File: config.mk
export PLATFORM = sky130hd
export DESIGN_NAME = step_sequencer
export DESIGN_NICKNAME = d
export VERILOG_FILES = /design/src/rtl/step_sequencer.sv
export SDC_FILE = /design/constraint.sdc
export NUM_CORES = 1
export LEC_CHECK = 0
export BUFFER_PORTS_ARGS = -buffer_cell sky130_fd_sc_hd__buf_2
export CORE_MARGIN = 1
export CORE_UTILIZATION = 45
export CTS_BUF_LIST = sky130_fd_sc_hd__clkbuf_8 sky130_fd_sc_hd__clkbuf_16
export DETAILED_ROUTE_END_ITERATION = 8
export PLACE_DENSITY = 0.76
export SYNTH_ARGS = -nofsm -noshare
export SYNTH_HDL_FRONTEND = slang
export SYNTH_SLANG_ARGS = --single-unit
File: constraint.sdc
create_clock -name clk -period 1.9 [get_ports clk]
set_clock_uncertainty 0.15 [all_clocks]
set_input_delay 0.095 -clock clk [delete_from_list [all_inputs] [get_ports clk]]
set_output_delay 0.095 -clock clk [all_outputs]
set_load 0.005 [all_outputs]
File: src/rtl/step_sequencer.sv
// step_sequencer: issues one start_o per job step to a timed unit and waits for done_i,
// reporting job_done_o when all steps finish or timeout_o when a step stalls.
module step_sequencer #(
  parameter  int unsigned STEP_MAX = 16,
  parameter  int unsigned TIMEOUT  = 64,
  localparam int unsigned SW       = $clog2(STEP_MAX + 1)
) (
  input  logic          clk,
  input  logic          rst,
  input  logic          job_valid_i,
  input  logic [SW-1:0] job_steps_i,
  output logic          job_ready_o,
  output logic          start_o,
  input  logic          done_i,
  output logic          busy_o,
  output logic [SW-1:0] step_idx_o,
  output logic          job_done_o,
  output logic          timeout_o
);

  localparam int unsigned   TW         = $clog2(TIMEOUT);
  localparam logic [SW-1:0] STEP_SAT   = SW'(STEP_MAX);
  localparam logic [TW-1:0] TIMER_LAST = TW'(TIMEOUT - 1);

  typedef enum logic [2:0] {
    S_IDLE,
    S_ISSUE,
    S_WAIT,
    S_FINISH,
    S_ERR
  } state_e;

  state_e        state_q;
  logic [SW-1:0] steps_q;
  logic [SW-1:0] step_idx_q;
  logic [TW-1:0] timer_q;
  logic          start_q;
  logic          busy_q;
  logic          job_done_q;
  logic          timeout_q;

  logic [SW-1:0] steps_d;
  logic [SW-1:0] last_idx;
  logic          accept;

  // Requested step count clamped to what one job may carry.
  assign steps_d  = (job_steps_i > STEP_SAT) ? STEP_SAT : job_steps_i;
  assign last_idx = steps_q - SW'(1);

  // Ready is the only output allowed to see an input (reset) directly.
  assign job_ready_o = (state_q == S_IDLE) && !rst;
  assign accept      = job_valid_i && job_ready_o;

  always_ff @(posedge clk) begin
    if (rst) begin
      state_q    <= S_IDLE;
      steps_q    <= '0;
      step_idx_q <= '0;
      timer_q    <= '0;
      start_q    <= 1'b0;
      busy_q     <= 1'b0;
      job_done_q <= 1'b0;
      timeout_q  <= 1'b0;
    end else begin
      start_q    <= 1'b0;
      job_done_q <= 1'b0;
      timeout_q  <= 1'b0;
      unique case (state_q)
        S_IDLE: begin
          if (accept) begin
            steps_q    <= steps_d;
            step_idx_q <= '0;
            busy_q     <= 1'b1;
            if (steps_d == '0) begin
              state_q    <= S_FINISH;
              job_done_q <= 1'b1;
            end else begin
              state_q <= S_ISSUE;
              start_q <= 1'b1;
            end
          end
        end
        S_ISSUE: begin
          timer_q <= '0;
          state_q <= S_WAIT;
        end
        // A done_i arriving on the final timer cycle still counts as completion.
        S_WAIT: begin
          if (done_i) begin
            if (step_idx_q == last_idx) begin
              state_q    <= S_FINISH;
              job_done_q <= 1'b1;
            end else begin
              step_idx_q <= step_idx_q + SW'(1);
              state_q    <= S_ISSUE;
              start_q    <= 1'b1;
            end
          end else if (timer_q == TIMER_LAST) begin
            state_q   <= S_ERR;
            timeout_q <= 1'b1;
          end else begin
            timer_q <= timer_q + TW'(1);
          end
        end
        S_FINISH, S_ERR: begin
          state_q <= S_IDLE;
          busy_q  <= 1'b0;
        end
        default: begin
          state_q <= S_IDLE;
          busy_q  <= 1'b0;
        end
      endcase
    end
  end

  assign start_o    = start_q;
  assign busy_o     = busy_q;
  assign step_idx_o = step_idx_q;
  assign job_done_o = job_done_q;
  assign timeout_o  = timeout_q;

endmodule
# [Word-level counts from Yosys, hierarchy flattened]
# Index checks and enable logic that the tools add are counted.
[word_totals] register_bits=23 out_inout_bits=10 word_cells=65
[op_classes] addsub=3 order_cmp=1 n_eq_ne=10 n_mux=27 bitwise_logic=2 reduce_logical=14
[op_table] op="5-bit two-way mux" n=4
[op_table] op="6-bit two-way mux" n=2
[op_table] op="6-bit case mux with 2 select lines" n=1
[op_table] op="1-bit two-way mux" n=10
[op_table] op="2-bit != test (second input constant)" n=5
[op_table] op="5-bit case mux with 2 select lines" n=1
[op_table] op="3-bit two-way mux" n=3
[op_table] op="3-bit case mux with 3 select lines" n=1
[op_table] op="6-bit by 1-bit adder with 6-bit output (second input constant)" n=1
[op_table] op="6-bit equality test (second input constant)" n=1
[op_table] op="1-bit case mux with 2 select lines" n=3
[op_table] op="2-bit AND reduction" n=3
[op_table] op="5-bit by 1-bit adder with 5-bit output (second input constant)" n=1
[op_table] op="5-bit equality test" n=1
[op_table] op="5-bit > comparator (second input constant)" n=1
[op_table] op="5-bit logical NOT" n=1
[op_table] op="5-bit by 1-bit subtractor with 5-bit output (second input constant)" n=1
[op_table] op="2-bit two-way mux" n=2
[op_table] op="4-bit AND reduction" n=1
[op_table] op="2-bit nonzero test" n=2
[op_table] op="3-bit by 1-bit equality test with 1-bit output (second input constant)" n=1
[op_table] op="3-bit by 2-bit equality test with 1-bit output (second input constant)" n=1
[op_table] op="3-bit logical NOT" n=1
[op_table] op="3-bit != test (second input constant)" n=1
[op_table] op="other kinds (6)" n=8

# [Logic depth before layout (Yosys ltp)]
[depth] ltp_word=6 ltp_mapped=8 ltp_nobuf=7

# [Worst setup path after synthesis]
# OpenSTA, ideal clock, no wires.
[synth_path] path_type="register to register" startpoint="register steps_q[0]" endpoint="register step_idx_q[1] (netlist: step_idx_o[1])" setup_ns=0.132 arrival_ns=1.679 setup_slack_ns=-0.061 stages_incl_launch_ff=8 path_buffers=0 path_cell_list="dfxtp_1 -> inv_1 -> ha_1 -> nor2b_1 -> or3_1 -> a311oi_1 -> nand4b_1 -> a21oi_1"
[synth_between] elab_chain_len=4
[synth_lines] element="start: declaration" line="34" rtl="logic [SW-1:0] steps_q;"
[synth_lines] element="start signal: assignment" line="71" rtl="steps_q <= steps_d;"
[synth_lines] element="5-bit by 1-bit subtractor with 5-bit output" line="48" rtl="assign last_idx = steps_q - SW'(1);"
[synth_lines] element="5-bit equality test" line="90" rtl="if (step_idx_q == last_idx) begin"
[synth_lines] element="2-bit != test (no source line)"
[synth_lines] element="4-bit AND reduction (no source line)"
[synth_lines] element="end signal: assignment" line="94" rtl="step_idx_q <= step_idx_q + SW'(1);"
[synth_lines] element="end: declaration" line="35" rtl="logic [SW-1:0] step_idx_q;"
# Every way passes these cells.
# A chain may end at the register's enable or synchronous reset.

# [Worst setup path after layout]
[layout_path] startpoint="register state_q[1]" endpoint="register step_idx_q[2] (netlist: step_idx_o[2])"
[layout_between] elab_chain_len=5 elab_cells_between_ends=10
[layout_lines] element="start: declaration" line="33" rtl="state_e state_q;"
[layout_lines] element="start signal: assignment" line="56" rtl="state_q <= S_IDLE;"
[layout_lines] element="start signal: assignment" line="75" rtl="state_q <= S_FINISH;"
[layout_lines] element="start signal: assignment" line="78" rtl="state_q <= S_ISSUE;"
[layout_lines] element="3-bit logical NOT" line="51, 68"
[layout_lines] element="1-bit logical AND" line="51" rtl="assign job_ready_o = (state_q == S_IDLE) && !rst;"
[layout_lines] element="1-bit logical AND" line="52" rtl="assign accept = job_valid_i && job_ready_o;"
[layout_lines] element="2-bit != test (no source line)"
[layout_lines] element="4-bit AND reduction (no source line)"
# Parallel ways exist; a longest one is shown, timed or not.

==> Implementation_results.wiki <==
{| class="wikitable"
! Metric !! Value
|-
| Arrival time at the worst endpoint || 1.96 ns
|-
| GRT Util Overall || 0.2462
|-
| Fraction of layout instances using a drive strength above 1 || 0.3670
|-
| Total of flip-flops plus latches after synthesis || 23
|-
| Final weighted congestion in routability-driven placement || 0.9359
|-
| Worst setup SP type || register
|-
| Clk buf depth || 2
|-
| Worst setup slack after layout || -0.02132 ns
|-
| Power density normalized to cell area || 598.7 nW/µm²
|-
| Maximum number of pins on one net before global-route repair || 17
|-
| Clock tree root driver cell || sky130_fd_sc_hd__clkbuf_8
|-
| Leak Pwr || 0.0006698 µW
|-
| Setup repair after global routing missed its margin || true
|-
| Detailed-routed wire length on met2 || 1666 µm
|-
| Initial Util || 0.4848
|-
| Clock Sink Count || 23
|-
| Combined area of the multi-input logic cells || 828.3 µm²
|-
| Top-level I/O count || 19
|-
| Total nets after synthesis || 156
|-
| Number of vias per cell || 5.853
|-
| Cell count after synthesis || 144
|-
| Instance count after placement with tap cells included || 203
|-
| Die area || 2955 µm²
|-
| Setup TNS Final || -0.03675 ns
|-
| Routed wire length on met3 || 154 µm
|-
| Count of endpoints failing setup in the final report || 3
|-
| Number of input and output port buffers inserted || 18
|-
| Tot Pwr || 1023 µW
|-
| Vias in the first global route || 1172
|-
| Combined area of all synthesized cells || 1234 µm²
|-
| Detailed-route wire length per cell || 15.62 µm
|-
| Required @ worst endpoint || 1.94 ns
|-
| Sequential Area || 469.2 µm²
|-
| Remaining routing DRC violations || 0
|-
| Number of antenna-violating nets in the routed design || 0
|-
| Area delta synth->final || 38.44%
|-
| Clock latency at the later pin of the worst-skew pair || 0.26 ns
|-
| Average size of a mapped cell || 8.567 µm²
|-
| Core ar. || 2545 µm²
|-
| Vias after detailed routing || 1276
|-
| Register area share after synthesis || 0.3732
|-
| Highest metal layer with signal wires || met4
|-
| Failing checks || negative setup slack
|-
| Distinct cell type count after synthesis || 41
|-
| Number of fillers in the final layout || 202
|-
| Outcome || finished, violations left
|-
| Die span in x || 54.36 µm
|-
| Sum of routed wire length over all layers || 3406 µm
|-
| Worst IR Drop VDD || 459.4 µV
|-
| Relative max-transition margin || 0.6610
|-
| Class of the tightest hold or removal check || in2reg
|-
| CTS tree || done
|-
| Antenna cells || 0
|-
| Peak Freq || 520.5 MHz
|-
| Clock input transition at the sequential cells of the worst setup and hold paths || 0.08 ns
|-
| Final worst hold slack || 0.07952 ns
|-
| H-tree levels || 1
|-
| Total grt overflow || 0
|-
| Fraction of the core area covered by cells at the end of the flow || 0.6711
|-
| Final Hold Viols || 0
|-
| Type of the worst setup path || reg2reg
|-
| Nets || 201
|-
| Global-route wire length before repair || 5188 µm
|-
| Yosys warning total || 0
|-
| Number of maximum-capacitance violations || 0
|-
| Initial antenna violation count || 0
|-
| HPWL after detailed placement || 2178 µm
|-
| Count of standard-cell rows || 18
|-
| Total routed wire length on the met1 layer || 1537 µm
|-
| Die outline height || 54.36 µm
|-
| Final cell count without fillers || 218
|-
| Maximum net fanout on the critical path || 5
|-
| Fraction of the cycle the final worst path needs || 1.011
|-
| Initial drt markers || 49
|-
| Number of buffers added by the clock tree synthesis step || 3
|-
| Final period demand of the worst path || 1.921 ns
|-
| Critical Path End Type || register
|-
| Router iterations before antenna repair || 4
|-
| Final count of pins violating max slew || 0
|-
| Transition time of the tightest slew-check pin || 0.5015 ns
|}
## stage by stage
| step | instance area (µm²) | setup slack [ns] |
|---|---|---|
| 2_1_floorplan | 1240 | -0.002949 |
| 3_3_place_gp | 1463 | -0.02608 |
| 3_5_place_dp | 1463 | -0.08485 |
| 4_1_cts | 1619 | -0.05945 |
| 5_1_grt | 1708 | -0.07856 |
| 6_report | 1708 | -0.02132 |
## worst max-delay path, stage by stage, from the launching register on
cell and delay [ns]:
sky130_fd_sc_hd__dfxtp_2 0.35, sky130_fd_sc_hd__or3b_4 0.41, sky130_fd_sc_hd__a2111oi_4 0.37, sky130_fd_sc_hd__a31oi_4 0.17, sky130_fd_sc_hd__a21boi_2 0.20, sky130_fd_sc_hd__mux2i_1 0.19
## layer usage
| metal | vias up | global-route usage |
|---|---|---|
| met5 | - | 0 |
| met4 | 0 | 0.08120 |
| met3 | 10 | 0.03611 |
| met2 | 51 | 0.4106 |
| met1 | 604 | 0.3221 |
| li1 | 611 | - |
## final cells by class
class / count / share of cell area
repair buffers: 46 / 0.1846
inverters: 3 / 0.006593
flip-flops and latches: 23 / 0.2747
clock buffers: 3 / 0.02418
clock inverters: 1 / 0.002930
multi-input cells: 112 / 0.4850
well taps: 30 / 0.02198
## where the power goes
| part | switching, µW | internal, µW |
|---|---|---|
| registers | 14.5 | 496 |
| clock network | 158 | 146 |
| logic | 106 | 102 |
| total | 278 | 744 |
## cell usage after synthesis
library cell,instances,area (µm²)
sky130_fd_sc_hd__inv_1,3,11.26
sky130_fd_sc_hd__a2111oi_4,1,27.53
sky130_fd_sc_hd__a32oi_1,1,8.760
sky130_fd_sc_hd__buf_2,2,10.01
sky130_fd_sc_hd__nand2_1,11,41.29
sky130_fd_sc_hd__o211ai_1,1,7.510
sky130_fd_sc_hd__and3b_1,1,8.760
sky130_fd_sc_hd__a21o_1,2,15.01
sky130_fd_sc_hd__a31oi_1,1,6.260
sky130_fd_sc_hd__a311oi_1,1,8.760
sky130_fd_sc_hd__buf_6,1,11.26
sky130_fd_sc_hd__a311o_1,1,10.01
sky130_fd_sc_hd__nor4b_1,1,8.760
sky130_fd_sc_hd__nand3_1,9,45.04
sky130_fd_sc_hd__xnor2_1,3,26.28
sky130_fd_sc_hd__nand4b_1,1,8.760
sky130_fd_sc_hd__clkbuf_1,3,11.26
sky130_fd_sc_hd__ha_1,3,37.54
sky130_fd_sc_hd__or3b_4,1,11.26
sky130_fd_sc_hd__a21boi_1,1,7.510
sky130_fd_sc_hd__nor3_1,4,20.02
sky130_fd_sc_hd__o22a_1,1,8.760
sky130_fd_sc_hd__mux2i_1,4,40.04
sky130_fd_sc_hd__a21boi_2,1,11.26
sky130_fd_sc_hd__a31oi_2,1,12.51
sky130_fd_sc_hd__a21oi_1,13,65.06
sky130_fd_sc_hd__nor2b_1,2,12.51
sky130_fd_sc_hd__a22oi_1,1,7.510
sky130_fd_sc_hd__dfxtp_1,23,460.4
sky130_fd_sc_hd__or3_1,10,62.56
sky130_fd_sc_hd__or4_1,1,7.510
sky130_fd_sc_hd__xor2_1,3,26.28
sky130_fd_sc_hd__nand2b_1,4,25.02
sky130_fd_sc_hd__or2_1,1,6.260
sky130_fd_sc_hd__and3_1,1,6.260
sky130_fd_sc_hd__a211oi_1,1,7.510
sky130_fd_sc_hd__nand3b_1,4,30.03
sky130_fd_sc_hd__o21bai_1,2,15.01
sky130_fd_sc_hd__nor2_1,11,41.29
sky130_fd_sc_hd__o21ai_1,7,35.03
sky130_fd_sc_hd__nor4bb_1,1,10.01
## registers in the layout (all words and copies together), names as in the netlist
signal	count
busy_o	1
job_done_o	1
start_o	1
state_q	3
step_idx_o	5
steps_q	5
timeout_o	1
timer_q	6
## layout by cell type (no fill, tap or decap), types with 2 or more instances in the layout
| cell type | Yosys | routed |
|---|---|---|
| sky130_fd_sc_hd__buf_4 | 0 | 22 |
| sky130_fd_sc_hd__buf_2 | 2 | 18 |
| sky130_fd_sc_hd__dfxtp_1 | 23 | 16 |
| sky130_fd_sc_hd__nor2_1 | 11 | 11 |
| sky130_fd_sc_hd__a21oi_1 | 13 | 11 |
| sky130_fd_sc_hd__nand2_1 | 11 | 10 |
| sky130_fd_sc_hd__or3_1 | 10 | 9 |
| sky130_fd_sc_hd__nand3_1 | 9 | 9 |
| sky130_fd_sc_hd__dfxtp_2 | 0 | 7 |
| sky130_fd_sc_hd__o21ai_1 | 7 | 6 |
| sky130_fd_sc_hd__dlygate4sd3_1 | 0 | 6 |
| sky130_fd_sc_hd__nand2b_1 | 4 | 4 |
| sky130_fd_sc_hd__nand3b_1 | 4 | 4 |
| sky130_fd_sc_hd__nor3_1 | 4 | 4 |
| sky130_fd_sc_hd__mux2i_1 | 4 | 4 |
| sky130_fd_sc_hd__xnor2_1 | 3 | 3 |
| sky130_fd_sc_hd__xor2_1 | 3 | 3 |
| sky130_fd_sc_hd__clkbuf_8 | 0 | 3 |
| sky130_fd_sc_hd__inv_2 | 0 | 2 |
| sky130_fd_sc_hd__nor2b_1 | 2 | 2 |
| sky130_fd_sc_hd__a21oi_2 | 0 | 2 |
| sky130_fd_sc_hd__a21boi_2 | 1 | 2 |
| sky130_fd_sc_hd__o21bai_1 | 2 | 2 |
## path summary, 6_finish.rpt
path / slack, ns / cells past startpoint / to / start
setup / recovery: -0.02 / 5 / step_idx_o[2] / state_q[1]
hold / removal: 0.08 / 3 / steps_q[0] / rst
setup reg to reg: -0.02 / 5 / step_idx_o[2] / state_q[1]
hold reg to reg: 0.35 / 2 / timer_q[4] / timer_q[4]
## cells by family after synthesis
group	after synthesis	synth area share
buffers and inverters	9	0.03550
AOI/OAI and AO/OA	36	0.2059
muxes	4	0.03246
xor gates and xnor gates	6	0.04260
and+or+nand+nor	63	0.2799
adders and majority gates	3	0.03043
DFF	23	0.3732
## repair_timing
item                                    in CTS  in global routing
hold endpoints to repair                     6                  0
pin swaps                                    6                  9
buffers inserted                             2                  3
hold buffers                                 6                  0
resized for setup                            8                 17
endpoints found under the setup margin      11                 13
(Power assumes the default switching activity.)
